**src/rtl/network_mul_arbiter.sv**
```systemverilog
// Round-robin front end for one shared pipelined 16s x 11u multiplier.
// NREQ requesters compete for the multiplier. A {valid, tag} shift register
// runs alongside the external multiplier pipeline and labels each product
// with the requester that issued it. The whole pipeline freezes while a
// result is held and the consumer is not ready.
module network_mul_arbiter #(
  parameter int NREQ    = 4,
  parameter int MUL_LAT = 2,
  parameter int TAG_W   = 2
) (
  input  logic                  clk,
  input  logic                  reset_n,
  input  logic [NREQ-1:0]       req_valid,
  input  logic [16*NREQ-1:0]    req_din0,
  input  logic [11*NREQ-1:0]    req_din1,
  output logic [NREQ-1:0]       req_ready,
  output logic                  mul_ce,
  output logic [15:0]           mul_din0,
  output logic [10:0]           mul_din1,
  input  logic [26:0]           mul_dout,
  output logic                  res_valid,
  output logic [TAG_W-1:0]      res_tag,
  output logic [26:0]           res_data,
  input  logic                  res_ready
);

  logic                  advance;
  logic                  any_valid;
  logic                  transfer;
  logic [NREQ-1:0]       hi_mask;
  logic [NREQ-1:0]       hi_req;
  logic [TAG_W-1:0]      grant;
  logic [TAG_W-1:0]      rr_ptr_reg;
  logic [MUL_LAT-1:0]    stage_valid_reg;
  logic [TAG_W-1:0]      stage_tag_reg [MUL_LAT];

  // Index of the lowest set bit; 0 when the vector is empty.
  function automatic logic [TAG_W-1:0] lowest_set(input logic [NREQ-1:0] v);
    logic [TAG_W-1:0] r;
    r = '0;
    for (int i = NREQ - 1; i >= 0; i--) begin
      if (v[i]) r = TAG_W'(i);
    end
    return r;
  endfunction

  // A held result that nobody takes stops everything; otherwise bubbles drain.
  assign advance   = ~res_valid | res_ready;
  assign mul_ce    = advance;
  assign any_valid = |req_valid;
  assign transfer  = advance & any_valid;

  // Requesters at or above the round-robin pointer get first pick.
  genvar gi;
  generate
    for (gi = 0; gi < NREQ; gi++) begin : g_mask
      assign hi_mask[gi] = (rr_ptr_reg <= TAG_W'(gi));
    end
  endgenerate

  assign hi_req = req_valid & hi_mask;

  // Search upward from the pointer, wrapping to index 0 when nothing is found.
  always_comb begin
    if (|hi_req) grant = lowest_set(hi_req);
    else         grant = lowest_set(req_valid);
  end

  // Route the granted requester's operands to the multiplier and ack it.
  always_comb begin
    req_ready = '0;
    mul_din0  = '0;
    mul_din1  = '0;
    for (int i = 0; i < NREQ; i++) begin
      if (any_valid && (grant == TAG_W'(i))) begin
        mul_din0     = req_din0[16*i +: 16];
        mul_din1     = req_din1[11*i +: 11];
        req_ready[i] = advance;
      end
    end
  end

  // Pointer moves just past the winner on every accepted transfer.
  always_ff @(posedge clk or negedge reset_n) begin
    if (!reset_n) begin
      rr_ptr_reg <= '0;
    end else if (transfer) begin
      rr_ptr_reg <= (grant == TAG_W'(NREQ - 1)) ? '0 : grant + 1'b1;
    end
  end

  // First tag stage captures this cycle's transfer alongside the operands.
  always_ff @(posedge clk or negedge reset_n) begin
    if (!reset_n) begin
      stage_valid_reg[0] <= 1'b0;
      stage_tag_reg[0]   <= '0;
    end else if (advance) begin
      stage_valid_reg[0] <= transfer;
      stage_tag_reg[0]   <= grant;
    end
  end

  // Remaining tag stages shift in lockstep with the multiplier pipeline.
  generate
    for (gi = 1; gi < MUL_LAT; gi++) begin : g_stage
      always_ff @(posedge clk or negedge reset_n) begin
        if (!reset_n) begin
          stage_valid_reg[gi] <= 1'b0;
          stage_tag_reg[gi]   <= '0;
        end else if (advance) begin
          stage_valid_reg[gi] <= stage_valid_reg[gi-1];
          stage_tag_reg[gi]   <= stage_tag_reg[gi-1];
        end
      end
    end
  endgenerate

  assign res_valid = stage_valid_reg[MUL_LAT-1];
  assign res_tag   = stage_tag_reg[MUL_LAT-1];
  assign res_data  = mul_dout;

endmodule
```
**config.mk**
```make
export PLATFORM = sky130hd
export DESIGN_NAME = network_mul_arbiter
export DESIGN_NICKNAME = d
export VERILOG_FILES = /design/src/rtl/network_mul_arbiter.sv
export SDC_FILE = /design/constraint.sdc
export NUM_CORES = 1
export LEC_CHECK = 0
export ABC_AREA = 1
export BUFFER_PORTS_ARGS = -buffer_cell sky130_fd_sc_hd__buf_2
export CORE_UTILIZATION = 35
export CTS_BUF_LIST = sky130_fd_sc_hd__clkbuf_4
export DETAILED_ROUTE_END_ITERATION = 12
export PLACE_DENSITY = 0.76
export REMOVE_ABC_BUFFERS = 1
export SYNTH_ARGS = -nofsm -noshare
export SYNTH_HDL_FRONTEND = slang
export SYNTH_SLANG_ARGS = --single-unit
```
**constraint.sdc**
```tcl
create_clock -name clk -period 10.52 [get_ports clk]
set_clock_uncertainty 0.05 [all_clocks]
set_input_delay 3.156 -clock clk [delete_from_list [all_inputs] [get_ports clk]]
set_output_delay 3.156 -clock clk [all_outputs]
set_load 0.03 [all_outputs]
```
Word-level counts from Yosys, hierarchy flattened

Cells that the tools add are included.

Input port bits: 142
Register bits: 8
Logic and storage cells: 46

Eq/ne operators: 3
Bitwise logic cells: 4
Multiplexer cells: 22
$add $sub $neg: 1
Reductions and logical operators: 7
$lt $le $gt $ge: 4

Operators with widths:

| cell                                                                  | count |
|---|---|
| 16-bit two-way mux                                                    | 4 |
| 11-bit two-way mux                                                    | 4 |
| 2-bit two-way mux                                                     | 10 |
| 4-bit OR reduction                                                    | 2 |
| 4-bit bitwise AND                                                     | 1 |
| 2-bit == test, second input constant                                  | 2 |
| 2-bit by 1-bit <= comparator with 1-bit output, second input constant | 2 |
| 2-bit <= comparator, second input constant                            | 2 |
| 1-bit logical AND                                                     | 4 |
| 1-bit two-way mux                                                     | 4 |
| 2-bit by 1-bit adder with 2-bit output, second input constant         | 1 |
| 2-bit by 1-bit == test with 1-bit output, second input constant       | 1 |
| 2-bit logical NOT                                                     | 1 |
| 1-bit bitwise AND                                                     | 1 |
| 1-bit inverter                                                        | 1 |
| 1-bit bitwise OR                                                      | 1 |

Longest topological paths before layout

Gate-level depths: netlist of run 1.

Depth in word-level cells: 13
Gate-level depth with buffers: 15
Depth with buffers taken out: 13

Least setup slack after synthesis of run 1

Ideal clock, no wire load.

Path kind: input -> output
From: input req_valid[1]
To: output req_ready[1]
Path buffers: 2
Setup slack: 2564 ps
Required time: 7314 ps
Arrival time: 4750 ps
Cell stages on the path: 11
Cell sequence: inv_1 nor2_1 nor2_1 a21oi_1 nand2_1 inv_1 ha_1 buf_2 buf_1 nand2_1 nor2_1

Word-level cells in the longest chain between the ends: 7

Ends and longest elaborated chain:

| what                                         | line | RTL |
|---|---|---|
| start: declaration                           | 13   | `input logic [NREQ-1:0] req_valid,` |
| 4-bit bitwise AND                            | 61   | `assign hi_req = req_valid & hi_mask;` |
| 2-bit two-way mux (2 in a row)               | 42   | `if (v[i]) r = TAG_W'(i);` |
| 2-bit two-way mux (*)                        | 65   | `if (\|hi_req) grant = lowest_set(hi_req);` |
| named net grant[0]                           | 32   | `logic [TAG_W-1:0] grant;` |
| 2-bit by 1-bit == test with 1-bit output (*) | 75   | `if (any_valid && (grant == TAG_W'(i))) begin` |
| 1-bit logical AND (*)                        | 75   |  |
| 1-bit two-way mux (*)                        | 75   |  |
| end: declaration                             | 16   | `output logic [NREQ-1:0] req_ready,` |

Mark *: on every way through the listed nets, which the timed path passes. The rest lies on a longest branch.

Worst setup path in the final report of run 1

From: input req_valid[1]
To: output mul_din0[1]

Word-level cells in the longest chain between the ends: 10

Ends and longest elaborated chain:

| what                            | line | RTL |
|---|---|---|
| 4-bit bitwise AND               | 61   |  |
| 2-bit two-way mux (2 in a row)  | 42   |  |
| 2-bit two-way mux (*)           | 65   |  |
| named net grant[0]              | 32   |  |
| 2-bit logical NOT               | 75   |  |
| 1-bit logical AND               | 75   |  |
| 16-bit two-way mux (3 in a row) | 75   |  |
| 16-bit two-way mux (*)          | 75   |  |
| end: declaration                | 18   | `output logic [15:0] mul_din0,` |

Marked as above.

==> flow_summary.ini, run 1 <==
[worst_setup_path]
path_depth = 14
setup.worst_path.start = req_valid[1]
path_class = input pin to output port
cp-end-kind = output port
slowest_stage = ha_2
regToRegEndpoint = rr_ptr_reg[1]$_DFFE_PN0P_
critPathMaxStageDelay_ns = 0.82
worstPathArrival_ns = 5.40
cp_cell_sequence = buf_2 > inv_1 > nor2_1 > nor2_1 > a21oi_1 > nand2_1 > inv_1 > ha_2 > nor2_1 > nand3_1 > nand3_1 > nand2_1 > nand2_1 > buf_2
reg2reg_slack_ns = 8.95
cp.buffers_inverters = 4
critPathTopFamily = adder cells
cp_max_fo = 55
rr_worst_depth = 8
worstSetupStartpointType = input pin
crit_required_ns = 7.31
cp-endpoint = mul_din0[1]
reg2reg_from = rr_ptr_reg[1]$_DFFE_PN0P_

[layout]
num_antenna_cells = 0
fillerInstances = 657
drive_above_1_share = 0.308
nNetsFinal = 668
syn_to_final_growth_pct = 22.0

[yosys]
postSynthAreaPerCell_um2 = 5.24
netlist.area_leader.share = 0.247
synth_edf_count = 0
synthesis.area_um2 = 2230
ys_seq_area_frac = 0.0897
yosysMostFrequentCell = nand3_1
async_reset_ff_frac = 1.00
ys_top_cells_by_area = nand3_1 (25%), nand2_1 (18%), buf_4 (13%)
synth_ff_type = dfrtp_1
synth.distinct_cells = 16
synth_common_cells = nand3_1 (110), nand2_1 (109), inv_1 (63)
synth_largest_area_cell = nand3_1
synth_seq_cells = 8
ys_warn_count = 0
synthCells = 426

[placed_design]
dp_hpwl_um = 5460
pre_cts_slack_ns = 1.92
numPortBuffers = 149
gp_congestion = 0.771

[clock_tree]
clk_latency_ns = 0.25
htreeDepth = 1
cts_sinks = 8
clk_pin_slew_ns = 0.05
tritoncts = built
cts-resized-gates = 0
cts_buffers = 3
cts_max_path_buffers = 2
holdBufCountCts = 0
clock-root-buffer = clkbuf_4
cts_setup_buffers = 0

[drt]
vias = 2934
drt_iter0_markers = 142
drc = 0
wl_um = 7560
wire_per_inst_um = 12.7
first_pass_iters = 5
ant_nets = 0
via_per_inst = 4.93

[job]
maxCapViolCount = 0

[timing]
tns_ns = 0
layout_min_cycle_time_ns = 8.61
drv_slew = 0
max_freq_mhz = 116
hold_violations = 0
slew_headroom = 0.289
tightest_slew_ns = 1.07
worst_slack_ns = 1.91
grt_setup_unrepaired = false
fin_crit_sh = 0.818
setup_violations = 0

[global_routing]
antenna_found_initial = 0
grt_pass1_vias = 2546
grt_usage = 0.208
grt_pass1_wl_um = 11000
gr-total-overflow = 0
grt_max_degree = 114

[power]
ir_drop_uv = 178
power_leakage_uw = 0.00181
power_density_nw_per_um2 = 254

[floorplanning]
die_h_um = 81.8
num_io_pins = 204
start_util = 0.370
core-area_um2 = 6030
row_count = 28
fp.dieW_um = 81.8
die_area_um2 = 6700

[min_path]
hold_class = register to register

[run_status]
status = finished clean
[routing by layer]
layer | vias up | track usage | routed length [µm]
met3 | 6 | 0.0867 | 805
met2 | 146 | 0.339 | 3450
li1 | 1491 | - | -
met4 | 2 | 0.0526 | 34
met1 | 1289 | 0.243 | 3230
met5 | - | 0.0750 | 45
[how the worst min path moves through the flow]
stage / from / end / slack [ns] / cells past startpoint
finish: stage_valid_reg[0]$_DFFE_PN0N_ / res_valid$_DFFE_PN0N_ / 0.41 / 2
global route: res_tag[0]$_DFFE_PN0N_ / res_tag[0]$_DFFE_PN0N_ / 0.45 / 2
CTS: stage_valid_reg[0]$_DFFE_PN0N_ / res_valid$_DFFE_PN0N_ / 0.41 / 2
detailed placement: stage_valid_reg[0]$_DFFE_PN0N_ / res_valid$_DFFE_PN0N_ / 0.39 / 2
global placement: stage_valid_reg[0]$_DFFE_PN0N_ / res_valid$_DFFE_PN0N_ / 0.38 / 2
floorplan: stage_valid_reg[0]$_DFFE_PN0N_ / res_valid$_DFFE_PN0N_ / 0.37 / 2
[cell usage in the layout, fill, tap and decap left out]
cell / count
buf_2: 149
nand3_1: 110
nand2_1: 109
inv_1: 63
nor2_1: 35
nand3b_1: 27
dfrtp_1: 8
a21oi_1: 3
ha_1: 3
clkbuf_4: 3
nor2_2: 2
nand2_2: 2
o21ai_0: 2
buf_4: 2
nand2_4: 1
ha_2: 1
[per-stage QoR]
step / total power, µW / util / hold slack, ns / cell area [µm²] / std cells
floorplan: 501 / - / 0.370 / 1840 / 366
global placement: 661 / 0.448 / 0.378 / 2700 / 592
detailed placement: 670 / 0.448 / 0.392 / 2700 / 592
CTS: 696 / 0.452 / 0.405 / 2720 / 595
global route: 765 / 0.452 / 0.446 / 2720 / 595
finish: 690 / 0.452 / 0.413 / 2720 / 595
[cell type report]
cell class / count / area [µm²] / share of cell area
Tap cell: 75 / 93.8 / 0.0345
Inverter: 63 / 236 / 0.0869
Sequential cell: 8 / 200 / 0.0736
Timing Repair Buffer: 151 / 761 / 0.280
Clock buffer: 3 / 22.5 / 0.00828
Multi-Input combinational cell: 295 / 1410 / 0.517
[worst min-delay path, stage by stage, from the launching register on]
cell and delay, ns:
dfrtp_1 0.32, inv_1 0.04, nand2_1 0.07
[logic make-up after synthesis]
family                     synth area share
DFF                                  0.0897
AOI/OAI and AO/OA                    0.0112
adders and majority gates            0.0224
buffers and inverters                 0.283
and+or+nand+nor                       0.594
[power by group]
part / switching [µW] / internal, µW
Clock: 10.1 / 13.0
Sequential: 6.52 / 41.0
Combinational: 429 / 190
Note: power is estimated with default switching activity, not from simulation.
==> inputs of run 2 (changes only) <==
==> constraint.sdc (replaced) <==
create_clock -name clk -period 8 [get_ports clk]
set_clock_uncertainty 0.05 [all_clocks]
set_input_delay 2.4 -clock clk [delete_from_list [all_inputs] [get_ports clk]]
set_output_delay 2.4 -clock clk [all_outputs]
set_load 0.03 [all_outputs]
==> run 2 against run 1 <==
  * Utilization up 0.37 points
  * Global-route usage is 0.37 points higher
  * Die area is the same
  * Hold slack lost 0.014 ns
  * First-iteration DRC count fell by 5.6%
  * Combinational power grew 33%
  * Cell count increased by 0.50%
  * Clock power increased by 28%
  * Sequential power increased by 33%
  * Critical path depth is the same
  * Count of clock-buffer cells in the layout stayed put
  * Via count increased by 0.37%
  * Critical endpoint is now mul_din0[8]
  * Largest cell class unchanged
==> flow_summary.ini, run 2 (same netlist as run 1, synthesis figures left out) <==
[clock_tree]
cts_buffers = 3
clock-root-buffer = clkbuf_4
tritoncts = built
cts-resized-gates = 0
cts_max_path_buffers = 2
holdBufCountCts = 0
cts_setup_buffers = 0
cts_sinks = 8
clk_latency_ns = 0.25
htreeDepth = 1
clk_pin_slew_ns = 0.05

[floorplanning]
row_count = 28
core-area_um2 = 6030
num_io_pins = 204
start_util = 0.370
die_h_um = 81.8
die_area_um2 = 6700
fp.dieW_um = 81.8

[layout]
final_common_cell = buf_2
syn_to_final_growth_pct = 23.0
drive_above_1_share = 0.312
final_cell_mix = buf_2 (149), nand3_1 (110), nand2_1 (109), inv_1 (63), nor2_1 (35)
fillerInstances = 665
num_antenna_cells = 0
multi_input_area_um2 = 1410
seq_area_um2 = 200
nNetsFinal = 671
final_cell_area_um2 = 2740

[power]
clkPwrFrac = 0.033
power_density_nw_per_um2 = 333
switching_power_uw = 588
power_leakage_uw = 0.00182
power.share.sequential = 0.069
switching_share = 0.643
p_int_uw = 326
combPwrFrac = 0.898
ir_drop_uv = 194

[timing]
layout_min_cycle_time_ns = 7.10
tns_ns = 0
fin_crit_sh = 0.887
hold_violations = 0
drv_slew = 0
slew_headroom = 0.614
max_freq_mhz = 141
tightest_slew_ns = 0.577
setup_violations = 0
grt_setup_unrepaired = false

[global_routing]
grt_pass1_vias = 2539
grt_pass1_wl_um = 11000
grt_usage = 0.211
gr-total-overflow = 0
grt_max_degree = 59
antenna_found_initial = 0

[worst_setup_path]
crit_top_cell = nand2_1
crit_required_ns = 5.55
reg2reg_slack_ns = 6.40
cp_cell_sequence = buf_2 > inv_1 > nor2_1 > nor2_1 > a21oi_1 > nand2_1 > inv_1 > ha_2 > buf_4 > nand3_1 > nand3_1 > nand2_1 > nand2_1 > buf_2
worstSetupStartpointType = input pin
cp-end-kind = output port
worstPathArrival_ns = 4.65
slowest_stage = ha_2
cp.buffers_inverters = 5
critPathMaxStageDelay_ns = 0.50
path_class = input pin to output port
cp_max_fo = 30
critPathTopFamily = buffers and inverters

[job]
maxCapViolCount = 0

[run_status]
status = finished clean

[drt]
wire_per_inst_um = 12.9
ant_nets = 0
wl_um = 7720
drt_iter0_markers = 134
via_per_inst = 4.92
vias = 2945
drc = 0
first_pass_iters = 4

[min_path]
hold_class = register to register

[placed_design]
dp_hpwl_um = 5820
placed_area_um2 = 2720
gp_congestion = 0.751
numPortBuffers = 149
==> run 2: power groups by stage <==
stage	combinational [µW]	sequential, µW	clock [µW]
2_1_floorplan	589	69.8	0
3_3_place_gp	812	62.8	0
3_5_place_dp	823	62.8	0
4_1_cts	825	62.5	31.6
5_1_grt	918	64.2	32.9
6_report	822	63.0	29.8
==> run 2: final cells by class <==
| cell class | count | area share |
|---|---|---|
| Timing Repair Buffer | 154 | 0.285 |
| Inverter | 63 | 0.0862 |
| Sequential cell | 8 | 0.0730 |
| Clock buffer | 3 | 0.00821 |
| Multi-Input combinational cell | 295 | 0.513 |
| Tap cell | 75 | 0.0342 |
==> run 2: stage by stage <==
| stage | util | setup WS, ns | power [µW] | hold slack (ns) | instances |
|---|---|---|---|---|---|
| after global routing | 0.455 | 0.666 | 1020 | 0.440 | 598 |
| after floorplan | - | 1.03 | 658 | 0.370 | 366 |
| after global placement | 0.452 | 1.01 | 875 | 0.385 | 595 |
| final | 0.455 | 0.902 | 915 | 0.398 | 598 |
| after CTS | 0.455 | 0.938 | 919 | 0.401 | 598 |
| after detailed placement | 0.452 | 0.947 | 886 | 0.387 | 595 |
==> run 2: final timing paths <==
| check | cells past startpoint | to | from |
|---|---|---|---|
| worst max-delay path | 14 | mul_din0[8] | req_valid[1] |
| worst min-delay path | 2 | res_valid$_DFFE_PN0N_ | stage_valid_reg[0]$_DFFE_PN0N_ |
| worst max register to register | 8 | rr_ptr_reg[1]$_DFFE_PN0P_ | rr_ptr_reg[1]$_DFFE_PN0P_ |
| worst min register to register | 2 | res_valid$_DFFE_PN0N_ | stage_valid_reg[0]$_DFFE_PN0N_ |
| max in group asynchronous | 1 | res_tag[1]$_DFFE_PN0N_ | reset_n |
| min in group asynchronous | 1 | res_valid$_DFFE_PN0N_ | reset_n |
==> run 2: routing by layer <==
| metal | GRT usage | vias to the layer above | wire length (µm) |
|---|---|---|---|
| met5 | 0.0833 | - | 43 |
| met4 | 0.0281 | 2 | 13 |
| met3 | 0.0767 | 4 | 800 |
| met2 | 0.367 | 161 | 3540 |
| met1 | 0.246 | 1281 | 3330 |
| li1 | - | 1497 | - |
==> run 2: worst min-delay path, stage by stage, from the launching register on <==
cell,delay (ns)
dfrtp_1,0.31
inv_1,0.05
nand2_1,0.05
